File: src/rtl/i2c_reg_bridge_pkg.sv
// Shared types and sizing for the I2C slave register bridge.
// The state set is IDLE, PTR (expecting the pointer byte), WR (data writes) and RD (master reads).
package i2c_reg_bridge_pkg;

  localparam int NUM_REGS = 16;
  localparam int PTR_W    = 4;

  typedef enum logic [1:0] {
    ST_IDLE = 2'd0,
    ST_PTR  = 2'd1,
    ST_WR   = 2'd2,
    ST_RD   = 2'd3
  } bridge_state_t;

endpackage

File: src/rtl/i2c_reg_bridge_edge_detect.sv
// Rising-edge detector for the slave's level-style handshake flags.
// The output is combinational, so an edge is acted on at the first clock edge that samples the flag high.
module i2c_edge_detect (
  input  logic clk,
  input  logic reset,
  input  logic in,
  output logic rise
);

  logic r_prev;

  always_ff @(posedge clk or negedge reset) begin
    if (!reset) r_prev <= 1'b0;
    else        r_prev <= in;
  end

  assign rise = in & ~r_prev;

endmodule

File: src/rtl/i2c_reg_bridge.sv
// Bridges an I2C slave byte interface onto a 16x8 register file that a local host can also access.
// A START is followed by a pointer byte, then auto-incrementing writes; each consumed read byte advances the pointer.
module i2c_reg_bridge
  import i2c_reg_bridge_pkg::*;
#(
  parameter int REG_COUNT = NUM_REGS
) (
  input  logic             clk,
  input  logic             reset,
  input  logic             busstart,
  input  logic             busstop,
  input  logic [7:0]       datareceive,
  input  logic             received,
  input  logic             sended,
  output logic [7:0]       datasend,
  input  logic [PTR_W-1:0] hostaddr,
  input  logic [7:0]       hostwdata,
  input  logic             hostwe,
  output logic [7:0]       hostrdata,
  output logic             wrstrobe,
  output logic [PTR_W-1:0] wraddr,
  output logic             busy,
  output logic             collision
);

  bridge_state_t    r_state, w_state_next;
  logic [PTR_W-1:0] r_ptr, w_ptr_next;
  logic [7:0]       r_regs [REG_COUNT];
  logic             w_rx_rise, w_tx_rise;
  logic             w_i2c_we, w_host_we, w_collide;

  i2c_edge_detect u_rx_edge (.clk(clk), .reset(reset), .in(received), .rise(w_rx_rise));
  i2c_edge_detect u_tx_edge (.clk(clk), .reset(reset), .in(sended),   .rise(w_tx_rise));

  always_ff @(posedge clk or negedge reset) begin
    if (!reset) begin
      r_state <= ST_IDLE;
      r_ptr   <= '0;
    end else begin
      r_state <= w_state_next;
      r_ptr   <= w_ptr_next;
    end
  end

  // START overrides everything, including a byte arriving in the same cycle.
  // A coincident STOP still lets the byte be processed before closing.
  always_comb begin
    w_state_next = r_state;
    w_ptr_next   = r_ptr;
    w_i2c_we     = 1'b0;
    if (busstart) begin
      w_state_next = ST_PTR;
    end else begin
      unique case (r_state)
        ST_PTR: begin
          if (w_rx_rise) begin
            w_ptr_next   = datareceive[PTR_W-1:0];
            w_state_next = ST_WR;
          end else if (w_tx_rise) begin
            w_ptr_next   = r_ptr + 4'd1;
            w_state_next = ST_RD;
          end
        end
        ST_WR: begin
          if (w_rx_rise) begin
            w_i2c_we   = 1'b1;
            w_ptr_next = r_ptr + 4'd1;
          end else if (w_tx_rise) begin
            w_ptr_next   = r_ptr + 4'd1;
            w_state_next = ST_RD;
          end
        end
        ST_RD: begin
          if (w_tx_rise) w_ptr_next = r_ptr + 4'd1;
        end
        default: ;
      endcase
      if (busstop) w_state_next = ST_IDLE;
    end
  end

  assign w_collide = hostwe & w_i2c_we & (hostaddr == r_ptr);
  assign w_host_we = hostwe & ~w_collide;

  always_ff @(posedge clk or negedge reset) begin
    if (!reset) begin
      for (int i = 0; i < REG_COUNT; i++) r_regs[i] <= 8'h00;
    end else begin
      if (w_host_we) r_regs[hostaddr] <= hostwdata;
      if (w_i2c_we)  r_regs[r_ptr]    <= datareceive;
    end
  end

  always_ff @(posedge clk or negedge reset) begin
    if (!reset) begin
      datasend  <= 8'h00;
      wrstrobe  <= 1'b0;
      wraddr    <= '0;
      collision <= 1'b0;
    end else begin
      datasend  <= r_regs[r_ptr];
      wrstrobe  <= w_i2c_we;
      collision <= w_collide;
      if (w_i2c_we) wraddr <= r_ptr;
    end
  end

  assign hostrdata = r_regs[hostaddr];
  assign busy      = (r_state != ST_IDLE);

endmodule
File: config.mk
export PLATFORM = sky130hd
export DESIGN_NAME = i2c_reg_bridge
export DESIGN_NICKNAME = d
export VERILOG_FILES = /design/src/rtl/i2c_reg_bridge_pkg.sv /design/src/rtl/i2c_reg_bridge_edge_detect.sv /design/src/rtl/i2c_reg_bridge.sv
export SDC_FILE = /design/constraint.sdc
export NUM_CORES = 1
export LEC_CHECK = 0
export ABC_AREA = 1
export ABC_CLOCK_PERIOD_IN_PS = 4400
export CORE_MARGIN = 2
export CORE_UTILIZATION = 55
export DETAILED_ROUTE_END_ITERATION = 7
export DONT_BUFFER_PORTS = 1
export PLACE_DENSITY = 0.7
export SLEW_MARGIN = 20
export SYNTH_ARGS = -nofsm -noshare
export SYNTH_HDL_FRONTEND = slang
export SYNTH_SLANG_ARGS = --single-unit
File: constraint.sdc
create_clock -name clk -period 4.4 [get_ports clk]
set_input_delay 0.44 -clock clk [delete_from_list [all_inputs] [get_ports clk]]
set_output_delay 0.44 -clock clk [all_outputs]
set_load 0.05 [all_outputs]
==> impl_metrics.py <==
metrics = {
    "timing": {
        "period_share_pct": 73.25,
        "post-route-min-period_ns": 3.223,
        "rsz0062_at_grt": "false",
        "fmax_mhz": 310.3,
        "fin_skew_ns": 0.01176,
        "hold_viol": 24,
        "whs_ns": -0.1087,
        "worst_pin_slew_ns": 1.079,
        "setup_viol": 0,
        "relSlewSlack_pct": 27.92,
        "drv_slew": 0,
        "setup_tns_ns": 0,
    },
    "final_layout": {
        "stdcell_count": 1888,
        "area_growth_syn_to_layout_pct": 5.744,
        "final_cell_mix": "nand2_1, o21ai_0, inv_1, dfrtp_1, nand3_1",
        "fin_nets": 1651,
        "num_antenna_cells": 0,
        "drive_gt1_share_pct": 4.484,
        "layout_commonest_cell": "nand2_1",
    },
    "place": {
        "dp_cells": 1856,
        "dp.final_hpwl_mm": 27.09,
        "routabilityCongestion": 0.9917,
        "io_buffers": 0,
    },
    "clocking": {
        "ctsHtreeMaxLevel": 4,
        "root_buffer": "clkbuf_16",
        "cts_resized": 0,
        "cts_buffers": 17,
        "clock_sinks": 150,
        "clock_latency_ns": 0.45,
        "path_clk_slew_ns": 0.07,
        "clk_path_buf_depth": 2,
        "cts_tree": "built",
    },
    "global_route": {
        "grt_max_degree": 151,
        "antenna_found_initial": 0,
        "grt.overflow.total": 0,
        "track_usage_pct": 40.77,
        "grt_pass1_wl_mm": 62.69,
        "grt_pass1_vias": 10830,
    },
    "route": {
        "drt-total-wl_mm": 41.03,
        "drt_iter0_drc": 1628,
        "drc": 0,
        "first_pass_iters": 6,
        "ant_nets": 0,
        "vias_per_cell": 6.146,
        "avgRoutedWirePerCell_um": 21.73,
        "vias": 11600,
    },
    "worst_setup_path": {
        "crit_type": "reg -> reg",
        "crit_fanout": 39,
        "critPathLaunch": "r_ptr[0]",
        "critPathMaxStageDelay_ns": 0.63,
        "cp.required_ns": 4.73,
        "cp.arrival_ns": 3.56,
        "r2r-start": "r_ptr[0]",
        "cp_slowest_cell": "dfrtp_2",
        "startpoint_type": "flip-flop",
        "crit_top_cell": "inv_1",
        "cp-end-kind": "flip-flop",
        "path_cells": "inv_2 > ha_1 > inv_1 > nor2_1 > inv_1 > nor2_1 > inv_1 > nand3_1 > nand2_1",
    },
    "die": {
        "start_util_pct": 56.57,
        "core_sq_um": 18830,
        "die_h_um": 143.2,
        "fp-row-count": 50,
        "die_x_um": 143.2,
        "io_pins": 50,
        "die_area_sq_um": 20500,
    },
    "worst_hold_path": {
        "hold_class": "in -> async",
    },
    "synth": {
        "synth_cell_types": 32,
        "postSynthCellCount": 1681,
        "synth_warnings": 0,
        "synth.yosys.seq_area_share_pct": 35.24,
        "netlist_area_sq_um": 10650,
        "synth_nets": 1716,
        "syn_area_per_cell_sq_um": 6.337,
        "ys_seq_elements": 150,
    },
    "pwr": {
        "powerDensity_nw_per_um2": 475.0,
        "p_leak_nw": 5.769,
        "ir_worst_vdd_mv": 0.2968,
    },
    "status": {
        "status": "finished with violations",
        "violations": "negative hold slack",
    },
    "flow_run": {
        "drv_cap": 0,
    },
}
==> cells by family after synthesis <==
family,after synthesis,synth area share [%]
buffers and inverters,296,11.35
DFF,150,35.24
adders and majority gates,8,0.9397
and+or+nand+nor,825,31.65
xor gates and xnor gates,3,0.2467
AOI/OAI and AO/OA,399,20.58
==> flip-flops by register name (all words and copies together), names as in the netlist <==
name,flops
r_regs,128
u_tx_edge.r_prev,1
wrstrobe,1
u_rx_edge.r_prev,1
r_state,2
collision,1
wraddr,4
r_ptr,4
datasend,8
==> synthesized netlist by cell type <==
cell       number  area (sq um)
nand4_1        31         193.9
inv_2           7         26.28
nand3b_1        1         7.510
nor2_1         76         285.3
buf_4           5         37.54
ha_1            8         100.1
xor2_1          2         17.52
a21oi_1        56         280.3
nand2_4         1         11.26
o2111ai_1       1         8.760
nand2_1       599          2248
o311ai_0        1         8.760
o22a_1          1         8.760
clkbuf_1       63         236.5
o211ai_1        2         15.01
dfrtp_1       150          3754
nor2_4          2         22.52
nand4_2         2         25.02
o21ai_0       222          1111
buf_1           5         18.77
nor2_2          7         43.79
xnor2_1         1         8.760
buf_2          21         105.1
o22ai_1         1         6.260
clkinv_1        1         3.750
buf_6           7         78.83
a22oi_1        50         375.4
inv_1         187         701.9
o221ai_1       14         122.6
nand2_2         3         18.77
o21ai_1        51         255.2
nand3_1       103         515.5
==> per-layer routing <==
metal / vias to the layer above / track usage [%] / share of wire, %
met5: - / 0 / 0
met1: 5327 / 53.50 / 39
met4: 0 / 21.05 / 5.2
met2: 805 / 61.07 / 44
li1: 5310 / - / -
met3: 162 / 11.84 / 13
==> area by class of cell <==
class,count,area [sq um]
Clock buffer,19,442.9
Clock inverter,12,153.9
Fill cell,1825,7566
Inverter,195,732.0
Multi-Input combinational cell,1235,5708
Sequential cell,150,3755
Tap cell,260,325.3
Timing Repair Buffer,17,147.6
==> worst max-delay path: cells and delay by family, from the launching register on <==
family                   cells  cell delay (ns)
AND/OR/NAND/NOR              4             1.07
buffers and inverters        4             1.13
adder cells (fa/ha/maj)      1             0.26
flip-flops                   1             0.63
==> stage by stage <==
stage,worst slack (ns),power [mW],hold slack [ns],util [%],area [sq um]
3_3_place_gp,1.361,3.695,0.1497,56.49,10640
4_1_cts,1.318,5.284,0.01803,59.82,11260
6_report,1.177,5.351,-0.1087,59.82,11260
5_1_grt,0.9895,5.633,0.01105,59.82,11260
2_1_floorplan,2.083,3.268,0.1444,-,10650
3_5_place_dp,1.334,3.722,0.1514,56.51,10640
==> report_power, final <==
group	internal [mW]	switching [mW]	leakage, nW
combinational	0.535	1.17	3.68
clock	0.904	0.646	0.285
sequential	1.67	0.429	1.80
total	3.11	2.24	5.77
==> final timing paths <==
| check | end | slack [ns] | depth (start not counted) |
|---|---|---|---|
| setup reg to reg | r_regs[91] | 1.18 | 9 |
| hold reg to reg | r_regs[74] | 0.60 | 4 |
| max in group asynchronous | r_ptr[0] | 3.66 | 1 |
| min in group clk | u_rx_edge.r_prev | 0.02 | 0 |
| setup / recovery | r_regs[91] | 1.18 | 9 |
| hold / removal | r_regs[33] | -0.11 | 1 |
==> repair_timing <==
item                                   4_1_cts  5_1_grt
hold buffers                                 1        0
endpoints found under the hold margin      150        0
setup buffers                                0        0
No activity file was read; power rests on OpenSTA's default activity.
